### src/rtl/button_debouncer.sv
`default_nettype none
// ============================================================================
// Module      : button_debouncer
// Description : Pushbutton conditioner. The raw pin is synchronised with two
//               flops and normalised so that 1 means "pressed". It is then
//               sampled on a slow divided tick. A level change is accepted only
//               after STABLE_SAMPLES consecutive differing samples. Press,
//               release and long-press events are emitted as single-cycle
//               pulses, and accepted presses are counted.
// Ports       : clk              - system clock
//               reset            - synchronous, active-high reset
//               btn_in           - raw asynchronous button pin
//               btn_level        - debounced state, 1 = pressed
//               press_pulse      - one cycle after a press is accepted
//               release_pulse    - one cycle after a release is accepted
//               long_press_pulse - one cycle when a hold reaches
//                                  LONG_PRESS_SAMPLES ticks
//               press_count      - accepted presses, wraps modulo 2^COUNT_WIDTH
// Revision    : 1.0 - initial release
// ============================================================================
module button_debouncer #(
    parameter int SAMPLE_DIVIDER     = 24000,
    parameter int STABLE_SAMPLES     = 10,
    parameter int LONG_PRESS_SAMPLES = 1000,
    parameter int ACTIVE_LOW         = 1,
    parameter int COUNT_WIDTH        = 16
) (
    input  logic                   clk,
    input  logic                   reset,
    input  logic                   btn_in,
    output logic                   btn_level,
    output logic                   press_pulse,
    output logic                   release_pulse,
    output logic                   long_press_pulse,
    output logic [COUNT_WIDTH-1:0] press_count
);

    localparam int TICK_W = (SAMPLE_DIVIDER > 2) ? $clog2(SAMPLE_DIVIDER) : 1;
    localparam int STAB_W = $clog2(STABLE_SAMPLES + 1);
    localparam int HOLD_W = $clog2(LONG_PRESS_SAMPLES + 1);

    // Pin value when the button is not pressed.
    localparam logic              c_IDLE_PIN  = (ACTIVE_LOW != 0);
    localparam logic [TICK_W-1:0] c_TICK_LAST = TICK_W'(SAMPLE_DIVIDER - 1);
    localparam logic [STAB_W-1:0] c_STAB_LAST = STAB_W'(STABLE_SAMPLES - 1);
    localparam logic [HOLD_W-1:0] c_HOLD_MAX  = HOLD_W'(LONG_PRESS_SAMPLES);
    localparam logic [HOLD_W-1:0] c_HOLD_LAST = HOLD_W'(LONG_PRESS_SAMPLES - 1);

    localparam logic [1:0] c_RELEASED     = 2'd0;
    localparam logic [1:0] c_PRESS_PEND   = 2'd1;
    localparam logic [1:0] c_PRESSED      = 2'd2;
    localparam logic [1:0] c_RELEASE_PEND = 2'd3;

    logic                   r_sync1;
    logic                   r_sync2;
    logic [TICK_W-1:0]      r_tick_cnt;
    logic [1:0]             r_state;
    logic [STAB_W-1:0]      r_stab_cnt;
    logic [HOLD_W-1:0]      r_hold_cnt;
    logic                   r_level;
    logic                   r_press_pulse;
    logic                   r_release_pulse;
    logic                   r_long_pulse;
    logic [COUNT_WIDTH-1:0] r_press_count;

    logic w_s;
    logic w_tick;
    logic w_stable;
    logic w_differ;
    logic w_accept;
    logic w_press_accept;
    logic w_release_accept;
    logic w_hold_step;
    logic w_long_fire;

    // Two-flop synchroniser; reset loads the idle pin level so that leaving
    // reset can never look like a press edge.
    always_ff @(posedge clk) begin
        if (reset) begin
            r_sync1 <= c_IDLE_PIN;
            r_sync2 <= c_IDLE_PIN;
        end else begin
            r_sync1 <= btn_in;
            r_sync2 <= r_sync1;
        end
    end

    // Polarity-normalised sample: 1 = pressed.
    assign w_s = r_sync2 ^ c_IDLE_PIN;

    // Free-running sample-tick divider.
    always_ff @(posedge clk) begin
        if (reset) begin
            r_tick_cnt <= '0;
        end else if (w_tick) begin
            r_tick_cnt <= '0;
        end else begin
            r_tick_cnt <= r_tick_cnt + TICK_W'(1);
        end
    end

    assign w_tick   = (r_tick_cnt == c_TICK_LAST);
    assign w_stable = (r_state == c_RELEASED) || (r_state == c_PRESSED);
    assign w_differ = (w_s != r_level);

    // Acceptance: from a stable state only when a single sample suffices,
    // otherwise from a pending state on the sample that completes the run.
    assign w_accept = w_tick && w_differ &&
                      (w_stable ? (STABLE_SAMPLES == 1) : (r_stab_cnt == c_STAB_LAST));
    assign w_press_accept   = w_accept && !r_level;
    assign w_release_accept = w_accept &&  r_level;

    // Hold counting saturates; the long pulse fires on the step that reaches
    // the limit, and a release accepted on that same tick takes precedence.
    assign w_hold_step = w_tick && r_level && (r_hold_cnt != c_HOLD_MAX);
    assign w_long_fire = w_hold_step && (r_hold_cnt == c_HOLD_LAST) && !w_release_accept;

    // Debounce state machine.
    always_ff @(posedge clk) begin
        if (reset) begin
            r_state    <= c_RELEASED;
            r_stab_cnt <= '0;
            r_level    <= 1'b0;
        end else if (w_tick) begin
            if (w_accept) begin
                r_level    <= ~r_level;
                r_state    <= r_level ? c_RELEASED : c_PRESSED;
                r_stab_cnt <= '0;
            end else begin
                case (r_state)
                    c_RELEASED, c_PRESSED: begin
                        if (w_differ) begin
                            r_state    <= (r_state == c_RELEASED) ? c_PRESS_PEND : c_RELEASE_PEND;
                            r_stab_cnt <= STAB_W'(1);
                        end else begin
                            r_stab_cnt <= '0;
                        end
                    end
                    default: begin
                        if (w_differ) begin
                            r_stab_cnt <= r_stab_cnt + STAB_W'(1);
                        end else begin
                            // Glitch: fall back to the stable state we came from.
                            r_state    <= r_level ? c_PRESSED : c_RELEASED;
                            r_stab_cnt <= '0;
                        end
                    end
                endcase
            end
        end
    end

    // Hold counter, event pulses and press counter.
    always_ff @(posedge clk) begin
        if (reset) begin
            r_hold_cnt      <= '0;
            r_press_pulse   <= 1'b0;
            r_release_pulse <= 1'b0;
            r_long_pulse    <= 1'b0;
            r_press_count   <= '0;
        end else begin
            r_press_pulse   <= w_press_accept;
            r_release_pulse <= w_release_accept;
            r_long_pulse    <= w_long_fire;
            if (w_press_accept) begin
                r_hold_cnt    <= '0;
                r_press_count <= r_press_count + COUNT_WIDTH'(1);
            end else if (w_hold_step) begin
                r_hold_cnt <= r_hold_cnt + HOLD_W'(1);
            end
        end
    end

    assign btn_level        = r_level;
    assign press_pulse      = r_press_pulse;
    assign release_pulse    = r_release_pulse;
    assign long_press_pulse = r_long_pulse;
    assign press_count      = r_press_count;

endmodule
`default_nettype wire

### config.mk
export PLATFORM = sky130hd
export DESIGN_NAME = button_debouncer
export DESIGN_NICKNAME = d
export VERILOG_FILES = /design/src/rtl/button_debouncer.sv
export SDC_FILE = /design/constraint.sdc
export NUM_CORES = 1
export LEC_CHECK = 0
export CORE_MARGIN = 4
export CORE_UTILIZATION = 33
export CTS_CLUSTER_SIZE = 8
export DETAILED_ROUTE_END_ITERATION = 16
export PLACE_DENSITY = 0.54
export SKIP_CTS_REPAIR_TIMING = 1
export SYNTH_ARGS = -nofsm -noshare
export SYNTH_HDL_FRONTEND = slang
export SYNTH_SLANG_ARGS = --single-unit
### constraint.sdc
create_clock -name clk -period 6.1 [get_ports clk]
set_input_delay 1.22 -clock clk [delete_from_list [all_inputs] [get_ports clk]]
set_output_delay 1.22 -clock clk [all_outputs]
set_load 0.05 [all_outputs]
After elaboration in Yosys (flattened, before gate mapping)
Index checks and enable logic that the tools add are counted.

word-level totals
  flip-flop bits (word level) = 53
  output and inout bits = 20
  word-level logic and storage cells = 54

cells by class
  add/sub/neg operators = 4
  eq/ne operators = 8
  muxes and demuxes = 12
  bitwise operators = 2
  reductions and logical operators = 17

operators by type and width
  kind                                            count
  adder 16 x 1 -> 16 bit (second input constant)  1
  adder 15 x 1 -> 15 bit (second input constant)  1
  equality test 15 bit (second input constant)    1
  2-to-1 mux 2 bit                                7
  2-to-1 mux 4 bit                                3
  adder 10 x 1 -> 10 bit (second input constant)  1
  equality test 10 bit (second input constant)    1
  != test 10 bit (second input constant)          1
  logical AND 1 bit                               8
  OR reduction 2 bit                              3
  adder 4 x 1 -> 4 bit (second input constant)    1
  equality test 4 bit (second input constant)     1
  != test 3 x 1 -> 1 bit (second input constant)  1
  != test 3 bit (second input constant)           1
  AND reduction 3 bit                             1
  equality test 2 bit (second input constant)     1
  logical NOT 1 bit                               2
  logical NOT 2 bit                               1
  2-to-1 mux 1 bit                                2
  inverter 1 bit                                  2
  AND reduction 2 bit                             1
  logical OR 1 bit                                1
  != test 1 bit                                   1

Logic depth before layout (Yosys ltp)
Gate-level depths: netlist (run 1).

  depth after elaboration = 7
  depth in mapped cells = 9
  depth with buffers taken out = 6

Least setup slack after synthesis (run 1)
No wires, ideal clock.

  path type = reg-to-reg
  start point = reg r_level, in the netlist btn_level
  end point = reg r_press_count[15], in the netlist press_count[15]
  arrival time = 2.116 ns
  required time = 6.030 ns
  setup slack = 3.913 ns
  cell stages (with the launch flop) = 6
  buffers on the path = 1
  period minus slack after synthesis = 2.187 ns
  cell sequence = dfxtp_1 > clkbuf_1 > xnor2_1 > nand4_1 > or4_1 > a21oi_1

on the way
  longest elaborated chain between the ends = 4
  elaborated cells between the ends (all ways) = 5
  those cells by class = 1 x eq/ne; 4 x reduce/logical

ends and longest elaborated chain
  item                            RTL line  source
  from (decl)                     60        logic r_level;
  from (signal assigned)          126       r_level <= ~r_level;
  != test 1 bit                   104       assign w_differ = (w_s != r_level);
  logical AND 1 bit (2 in a row)  108       assign w_accept = w_tick && w_differ &&
  logical AND 1 bit (*)           110       assign w_press_accept = w_accept && !r_level;
  to (signal assigned)            167       r_press_count <= r_press_count + COUNT_WIDTH'(1);
  to (decl)                       64        logic [COUNT_WIDTH-1:0] r_press_count;

Every way passes the cells marked *; elsewhere a longest branch is shown, timed or not.
A chain may end at the register's enable or synchronous reset.

Worst setup path after layout (run 1)
  start point = reg r_level, in the netlist btn_level
  end point = out btn_level

RTL lines
  item       RTL line  source
  to (decl)  31        output logic btn_level,

No word-level cell between the ends.

==> results.tsv, run 1 <==
metric	value	unit
outcome	finished clean	
RSZ-0062 raised after global routing	false	
initial drt markers	44	
Worst R2R Setup Slack	3.64	ns
critical path launch point type	flip-flop	
FMAX	327	MHz
Crit path largest cell delay	0.90	ns
Worst path slowest cell	clkdlybuf4s50_1	
Multi-input gate area	1430	um2
Static Leak	0.839	nW
Core Footprint	7410	um2
CP delay by family, top	buffers and inverters	
Final Max Slew Viols	0	
top cell type's share of synthesized area	0.404	
reg2reg end	press_count[4]$_SDFFE_PP0P_	
hold_sp	r_sync1$_SDFF_PP1_	
register area share after synthesis	0.404	
HPWL after DPL	3970	um
CTS tree	done	
largest net degree at the start of global routing	33	
crit end category	primary output	
Vias	2255	
unique cell type count in the Yosys netlist	38	
min Tclk post-route	3.06	ns
Slew HR	0.318	
Seq cells post-synth	52	
Hold Slack	0.422	ns
final non-filler cell total	414	
final period utilization	0.501	
Final Skew	0.0150	ns
pwr dens	193	nW/um2
Die W	96.4	um
maximum clock path buffer count	2	
cell breakdown of the critical path	clkdlybuf4s50_1	
gr usage total	0.133	
clk root buf	clkbuf_8	
flip-flop and latch area	1040	um2
clk_lat worst skew	0.31	ns
Mapped Cells	299	
DRC Markers	0	
area grow syn2layout	14.1	%
Initial Utilization	0.348	
peak supply drop	0.000101	V
Die ar.	9280	um2
critical path peak fanout	11	
r2r worst-path depth	4	
Layout fillers	729	
Sink Count	52	
Die Ht	96.4	um
# nets final	323	
Setup CP Type	reg -> out	
I/O Buffers	22	
I/O Pins	23	
gr busiest metal	met2	
# diodes	0	
number of max-capacitance violations reported	0	
Yosys top cell by area	dfxtp_1	
Cell Int Power	0.438	mW
Routed WL	5720	um
clock buffer count from CTS	5	
Worst-path clk slew	0.10	ns
Gate power share	0.022	
Overflow after GRT	0	
GR Layer Usage met2	0.216	
Final ANT Viol Nets	0	
fin util	0.397	
M3 GR Usage	0.0281	
Post-Syn Area	2580	um2
Syn Area/Cell	8.62	um2
Initial DRT Pass Iterations	4	
Routed WL per cell	13.8	um
sw frac	0.225	
Post-Syn Nets	308	
row cnt	31	
pre-CTS setup slack	2.72	ns
final hold viol count	0	
worst min-delay path endpoint	r_sync2$_SDFF_PP1_	
Synth area leaders	dfxtp_1 40%, a21oi_1 6.0%, or4_1 5.2%	
initial antenna violation count	0	
Cells after DPL	406	
CP arrival	1.84	ns
vias in the first global route	2061	
setup ws final	3.04	ns
Slew @ Worst Pin	1.02	ns
Sequential Power Share	0.608	
worst endpoint required time	4.88	ns
Sw Pwr	0.128	mW
hold depth	1	
Clk pwr share	0.370	
met1 usage	0.173	
routed vias/inst	5.45	
H-Tree Depth	2	
first-pass GRT wire length	9740	um
YS warnings	0	
Min-Delay Path Class	reg -> reg	
RD Place Congestion	0.751	
Final setup violation count	0	
setup TNS	0	ns
Buf/Inv on CP	1	
Critical R2R Launch	r_tick_cnt[2]$_SDFF_PP0_	
layout cell share with drive strength beyond 1	0.0540	
## cell families after synthesis
group / share of synthesized area
xor+xnor: 0.0442
compound gates: 0.155
fa+ha+maj: 0.0291
simple gates: 0.326
flops: 0.404
buf+inv: 0.0418
## layout by cell type (no fill, tap or decap), types with 6 or more instances in the layout
cell type | synthesis | routed
or3_1 | 11 | 11
nand3_1 | 17 | 17
or4_1 | 18 | 18
a21oi_1 | 31 | 31
clkbuf_8 | 0 | 6
nand2_1 | 23 | 23
ha_1 | 6 | 6
xnor2_1 | 9 | 9
nor4_1 | 8 | 8
clkdlybuf4s50_1 | 0 | 22
and3_1 | 7 | 7
nand4_1 | 13 | 13
inv_1 | 8 | 8
nor2_1 | 18 | 18
o21ai_0 | 13 | 13
dfxtp_1 | 52 | 52
o31ai_1 | 14 | 14
## worst reg2reg max path, delay by kind of cell (launching register included)
family	cells	cell delay, ns
flops	1	0.45
simple gates	3	1.78
compound gates	1	0.15
## layout make-up
class	count	share of cell area
repair buffers	22	0.0749
inverters	8	0.0102
multi-input cells	225	0.486
clock buffers	6	0.0281
flip-flops and latches	52	0.354
clock inverters	2	0.00468
well taps	99	0.0421
## stage by stage
stage	power [mW]	cell area (um2)
finish	0.566	2940
global route	0.590	2940
CTS	0.576	2940
detailed placement	0.365	2840
global placement	0.365	2840
floorplan	0.360	2580
## cell usage after synthesis
| cell type | n |
|---|---|
| a211o_1 | 1 |
| a21oi_1 | 31 |
| a2bb2oi_1 | 1 |
| a32o_1 | 1 |
| and2_1 | 1 |
| and3_1 | 7 |
| and4_1 | 4 |
| and4b_1 | 2 |
| and4bb_2 | 1 |
| buf_2 | 2 |
| buf_6 | 3 |
| clkbuf_1 | 9 |
| dfxtp_1 | 52 |
| ha_1 | 6 |
| inv_1 | 8 |
| nand2_1 | 23 |
| nand2b_1 | 2 |
| nand3_1 | 17 |
| nand3b_1 | 1 |
| nand4_1 | 13 |
| nand4b_1 | 4 |
| nand4bb_4 | 1 |
| nor2_1 | 18 |
| nor3_1 | 2 |
| nor3b_1 | 1 |
| nor4_1 | 8 |
| o21ai_0 | 13 |
| o21ai_2 | 1 |
| o311ai_0 | 1 |
| o31ai_1 | 14 |
| o41a_1 | 1 |
| o41ai_1 | 2 |
| or2_2 | 4 |
| or3_1 | 11 |
| or4_1 | 18 |
| or4_4 | 2 |
| xnor2_1 | 9 |
| xor2_1 | 4 |
## power groups by stage
stage | combinational (mW) | sequential (mW) | clock [mW]
2_1_floorplan | 0.00892 | 0.351 | 0
3_3_place_gp | 0.0128 | 0.352 | 0
3_5_place_dp | 0.0128 | 0.352 | 0
4_1_cts | 0.0128 | 0.344 | 0.219
5_1_grt | 0.0141 | 0.344 | 0.231
6_report | 0.0125 | 0.344 | 0.210
## routing by layer
| layer | vias up | part of all wire | wire length (um) |
|---|---|---|---|
| li1 | 1163 | - | - |
| met1 | 1062 | 0.50 | 2840 |
| met2 | 22 | 0.46 | 2640 |
| met3 | 8 | 0.028 | 158 |
| met4 | 0 | 0.014 | 81 |
| met5 | - | 0 | 0 |
## registers in the layout, indices dropped and copies added (netlist names)
| name | flops |
|---|---|
| r_sync1 | 1 |
| long_press_pulse | 1 |
| r_stab_cnt | 4 |
| r_hold_cnt | 10 |
| r_tick_cnt | 15 |
| press_count | 16 |
| r_sync2 | 1 |
| btn_level | 1 |
| r_state | 1 |
| press_pulse | 1 |
| release_pulse | 1 |
## how the worst max path moves through the flow
stage | start | to | slack [ns] | depth (start not counted)
floorplan | btn_level$_SDFFE_PP0P_ | press_count[15]$_SDFFE_PP0P_ | 3.91 | 5
global placement | reset | r_tick_cnt[4]$_SDFF_PP0_ | 2.76 | 4
detailed placement | reset | r_tick_cnt[12]$_SDFF_PP0_ | 2.72 | 4
CTS | btn_level$_SDFFE_PP0P_ | btn_level | 3.04 | 1
global route | reset | r_tick_cnt[6]$_SDFF_PP0_ | 2.89 | 4
finish | btn_level$_SDFFE_PP0P_ | btn_level | 3.04 | 1
(Power assumes the default switching activity.)
==> inputs of run 2 (changes only) <==
==> constraint.sdc (replaced) <==
create_clock -name clk -period 3 [get_ports clk]
set_input_delay 0.6 -clock clk [delete_from_list [all_inputs] [get_ports clk]]
set_output_delay 0.6 -clock clk [all_outputs]
set_load 0.05 [all_outputs]
==> run 2 against run 1 <==
Net effect:
- global-route usage is 0.11 points higher
- sequential power increased by 100%
- sequential share of layout area shrank 0.19 points
==> results.tsv, run 2 (synthesis results as in run 1) <==
metric	value	unit
outcome	finished clean	
Core Footprint	7410	um2
Final Skew	0.0127	ns
HPWL after DPL	4030	um
crit path to	r_hold_cnt[8]$_SDFFE_PP0P_	
r2r worst-path depth	4	
CP arrival	2.57	ns
vias in the first global route	2047	
area grow syn2layout	14.7	%
Buf/Inv on CP	0	
pwr dens	386	nW/um2
final period utilization	0.776	
final hold viol count	0	
layout cell share with drive strength beyond 1	0.0566	
pre-CTS setup slack	0.689	ns
Multi-input gate area	1430	um2
Final ANT Viol Nets	0	
Die Ht	96.4	um
Static Leak	0.848	nW
routed vias/inst	5.45	
commonest cells after routing, fill and taps aside	52 x dfxtp_1, 31 x a21oi_1, 23 x nand2_1, 22 x clkdlybuf4s50_1	
I/O Pins	23	
Overflow after GRT	0	
post-route met1 wirelength	2850	um
row cnt	31	
DRC Markers	0	
clk_lat worst skew	0.30	ns
Vias	2273	
largest net degree at the start of global routing	33	
min Tclk post-route	2.33	ns
WL met3	203	um
Min-Delay Path Class	reg -> reg	
clock buffer count from CTS	5	
critical path depth	4	
CTS tree	done	
number of max-capacitance violations reported	0	
worst endpoint required time	3.24	ns
Die ar.	9280	um2
Sw Pwr	0.247	mW
Slew HR	0.629	
Max Used Layer	met4	
FMAX	430	MHz
gr usage total	0.134	
most common cell after layout, fill and taps aside	dfxtp_1	
Final Max Slew Viols	0	
setup TNS	0	ns
Layout fillers	765	
maximum clock path buffer count	2	
Crit path largest cell delay	0.78	ns
Detail Route met2 WL	2650	um
Initial Utilization	0.348	
Sequential Power Share	0.613	
reg2reg end	r_hold_cnt[8]$_SDFFE_PP0P_	
hold depth	1	
Die W	96.4	um
Cell Int Power	0.892	mW
cell breakdown of the critical path	nand4_1, or4_4, or4_1, a21oi_1	
Worst-path clk slew	0.10	ns
critical path peak fanout	32	
crit end category	flip-flop	
max reg flops	16	
initial drt markers	89	
Worst path slowest cell	or4_4	
first-pass GRT wire length	9850	um
Initial DRT Pass Iterations	4	
H-Tree Depth	2	
setup ws final	0.673	ns
sw frac	0.217	
Critical R2R Launch	r_tick_cnt[2]$_SDFF_PP0_	
Worst R2R Setup Slack	0.67	ns
peak supply drop	0.000185	V
Gate power share	0.024	
RSZ-0062 raised after global routing	false	
CP delay by family, top	simple AND/OR/NAND/NOR gates	
initial antenna violation count	0	
flip-flop and latch area	1040	um2
Sink Count	52	
RD Place Congestion	0.796	
# diodes	0	
Final setup violation count	0	
CP Launch Point	r_tick_cnt[2]$_SDFF_PP0_	
Setup CP Type	reg -> reg	
clk root buf	clkbuf_8	
# nets final	326	
Hold Slack	0.404	ns
critical path launch point type	flip-flop	
Slew @ Worst Pin	0.552	ns
Clk pwr share	0.363	
Routed WL per cell	13.8	um
Routed WL	5750	um
I/O Buffers	22	
-- run 2: power groups by stage --
stage	sequential [mW]	clock [mW]	combinational (mW)
2_1_floorplan	0.714	0	0.0181
3_3_place_gp	0.715	0	0.0291
3_5_place_dp	0.715	0	0.0280
4_1_cts	0.699	0.432	0.0284
5_1_grt	0.700	0.454	0.0307
6_report	0.699	0.413	0.0278
-- run 2: per-stage QoR --
step / utilization / instance area, um2 / total power, mW / cells
CTS: 0.399 / 2960 / 1.16 / 417
global placement: 0.387 / 2870 / 0.744 / 409
finish: 0.399 / 2960 / 1.14 / 417
floorplan: - / 2580 / 0.732 / 299
global route: 0.399 / 2960 / 1.19 / 417
detailed placement: 0.387 / 2870 / 0.743 / 409
-- run 2: worst min-delay path by stage --
stage          slack, ns               start                 end
3_3_place_gp        0.40  r_sync1$_SDFF_PP1_  r_sync2$_SDFF_PP1_
2_1_floorplan       0.39  r_sync1$_SDFF_PP1_  r_sync2$_SDFF_PP1_
4_1_cts             0.42  r_sync1$_SDFF_PP1_  r_sync2$_SDFF_PP1_
3_5_place_dp        0.40  r_sync1$_SDFF_PP1_  r_sync2$_SDFF_PP1_
6_report            0.40  r_sync1$_SDFF_PP1_  r_sync2$_SDFF_PP1_
5_1_grt             0.44  r_sync1$_SDFF_PP1_  r_sync2$_SDFF_PP1_
-- run 2: metal layers --
layer	track usage	vias to the layer above
met4	0.0327	0
met2	0.214	27
met5	0	-
li1	-	1168
met1	0.181	1073
met3	0.0321	5
-- run 2: cell type report --
| cell class | count | share of cell area |
|---|---|---|
| inverters | 8 | 0.0102 |
| well taps | 99 | 0.0419 |
| flip-flops and latches | 52 | 0.352 |
| clock buffers | 8 | 0.0305 |
| repair buffers | 25 | 0.0821 |
| multi-input cells | 225 | 0.483 |
==> inputs of run 3 (changes only) <==
--- a/config.mk
+++ b/config.mk
@@ -9,7 +9,7 @@
 export CORE_UTILIZATION = 33
 export CTS_CLUSTER_SIZE = 8
 export DETAILED_ROUTE_END_ITERATION = 16
-export PLACE_DENSITY = 0.54
+export PLACE_DENSITY = 0.55
 export SKIP_CTS_REPAIR_TIMING = 1
 export SYNTH_ARGS = -nofsm -noshare
 export SYNTH_HDL_FRONTEND = slang
==> constraint.sdc (replaced) <==
create_clock -name clk -period 2.1 [get_ports clk]
set_input_delay 0.42 -clock clk [delete_from_list [all_inputs] [get_ports clk]]
set_output_delay 0.42 -clock clk [all_outputs]
set_load 0.05 [all_outputs]
==> run 3 against run 2 <==
Net effect:
- largest power group unchanged
- hold slack improved by 0.014 ns
- critical endpoint is now press_count[2]
- routed wire length increased by 21%
- via count grew 11%
- largest cell class unchanged
==> results.tsv, run 3 (synthesis results as in run 1) <==
metric	value	unit
setup ws final	0.0681	ns
FMAX	492	MHz
Overflow after GRT	0	
pwr dens	491	nW/um2
Routed WL	6940	um
RSZ-0062 raised after global routing	true	
Buf/Inv on CP	1	
I/O Pins	23	
initial antenna violation count	0	
CTS tree	done	
Initial DRT Pass Iterations	4	
# nets final	367	
Routed WL per cell	15.1	um
row cnt	31	
critical path launch point type	flip-flop	
# diodes	0	
cell breakdown of the critical path	clkdlybuf4s50_1	
min Tclk post-route	2.03	ns
commonest cells after routing, fill and taps aside	47 x dfxtp_1, 38 x buf_4, 23 x nand2_1, 23 x a21oi_1, 20 x clkdlybuf4s50_1	
Slew HR	0.665	
area grow syn2layout	31.6	%
routed vias/inst	5.51	
Setup CP Type	reg -> out	
I/O Buffers	22	
Slew @ Worst Pin	0.502	ns
HPWL after DPL	4460	um
max reg flops	16	
fin util	0.458	
Final Max Slew Viols	0	
clock buffer count from CTS	5	
final period utilization	0.968	
clk_lat worst skew	0.30	ns
Worst-path clk slew	0.10	ns
final hold viol count	0	
Initial Utilization	0.348	
Final Skew	0.0106	ns
initial drt markers	113	
peak supply drop	0.000223	V
maximum clock path buffer count	2	
vias in the first global route	2248	
most common cell after layout, fill and taps aside	dfxtp_1	
Die ar.	9280	um2
number of max-capacitance violations reported	0	
Vias	2523	
Min-Delay Path Class	reg -> reg	
critical path peak fanout	8	
DRC Markers	0	
RD Place Congestion	0.823	
Crit path largest cell delay	0.85	ns
layout cell share with drive strength beyond 1	0.228	
worst endpoint required time	1.68	ns
Die W	96.4	um
crit end category	primary output	
Sink Count	52	
Die Ht	96.4	um
Static Leak	1.10	nW
CP delay by family, top	buffers and inverters	
Final setup violation count	0	
Core Footprint	7410	um2
outcome	finished clean	
pre-CTS setup slack	0.00687	ns
Worst path slowest cell	clkdlybuf4s50_1	
first-pass GRT wire length	10600	um
CP arrival	1.61	ns
largest net degree at the start of global routing	28	
Final ANT Viol Nets	0	
gr usage total	0.142	
H-Tree Depth	2	
clk root buf	clkbuf_8	
run 3: changes by cell type in the layout (fill, tap and decap cells not counted), moves of 2 or more:
cell	previous run	this run
or4_4	2	13
dfxtp_1	52	47
dlymetal6s2s_1	0	2
a21oi_2	0	8
or4_1	18	10
buf_4	3	38
a21oi_1	31	23
dfxtp_2	0	5
clkdlybuf4s50_1	22	20
buf_12	0	2
run 3: cell type report:
| type | count | area, um2 |
|---|---|---|
| fill | 744 | 4020 |
| multi-input combinational | 228 | 1530 |
| sequential | 52 | 1050 |
| timing repair buffer | 63 | 562 |
| tap | 99 | 124 |
| clock buffer | 7 | 86.3 |
| inverter | 8 | 30.0 |
| clock inverter | 1 | 7.51 |
run 3: through the flow:
stage | area [um2] | power (mW) | TNS, ns | std cells | hold WS (ns)
2_1_floorplan | 2580 | 1.05 | 0 | 299 | 0.389
3_3_place_gp | 3080 | 1.08 | 0 | 436 | 0.397
3_5_place_dp | 3080 | 1.08 | 0 | 436 | 0.399
4_1_cts | 3180 | 1.68 | -0.0473 | 444 | 0.437
5_1_grt | 3390 | 1.73 | -0.0109 | 458 | 0.457
6_report | 3390 | 1.66 | 0 | 458 | 0.417
run 3: path summary, 6_finish.rpt:
path | startpoint | endpoint | depth (start not counted) | slack [ns]
worst max register to register | r_tick_cnt[9]$_SDFF_PP0_ | press_count[5]$_SDFFE_PP0P_ | 5 | 0.07
worst min-delay path | r_sync1$_SDFF_PP1_ | r_sync2$_SDFF_PP1_ | 1 | 0.42
worst max-delay path | press_count[2]$_SDFFE_PP0P_ | press_count[2] | 1 | 0.07
worst min register to register | r_sync1$_SDFF_PP1_ | r_sync2$_SDFF_PP1_ | 1 | 0.42
run 3: routing by layer:
layer,share of wire,track usage,vias to the layer above
met5,0,0,-
met4,0.0078,0.0386,0
met3,0.021,0.0235,4
met2,0.49,0.244,29
met1,0.48,0.184,1232
li1,-,-,1258
run 3: power by group:
group / switching, mW / total [mW] / leakage [nW] / internal [mW]
Sequential: 0.00493 / 0.998 / 0.422 / 0.993
Combinational: 0.0364 / 0.0688 / 0.631 / 0.0325
Clock: 0.328 / 0.597 / 0.0445 / 0.269
run 3: worst reg2reg max path, cell delays in order (launching register included):
cell and delay, ns:
dfxtp_2 0.34, nand4bb_4 0.28, or4_4 0.60, buf_12 0.16
or4_4 0.47, a21oi_2 0.12
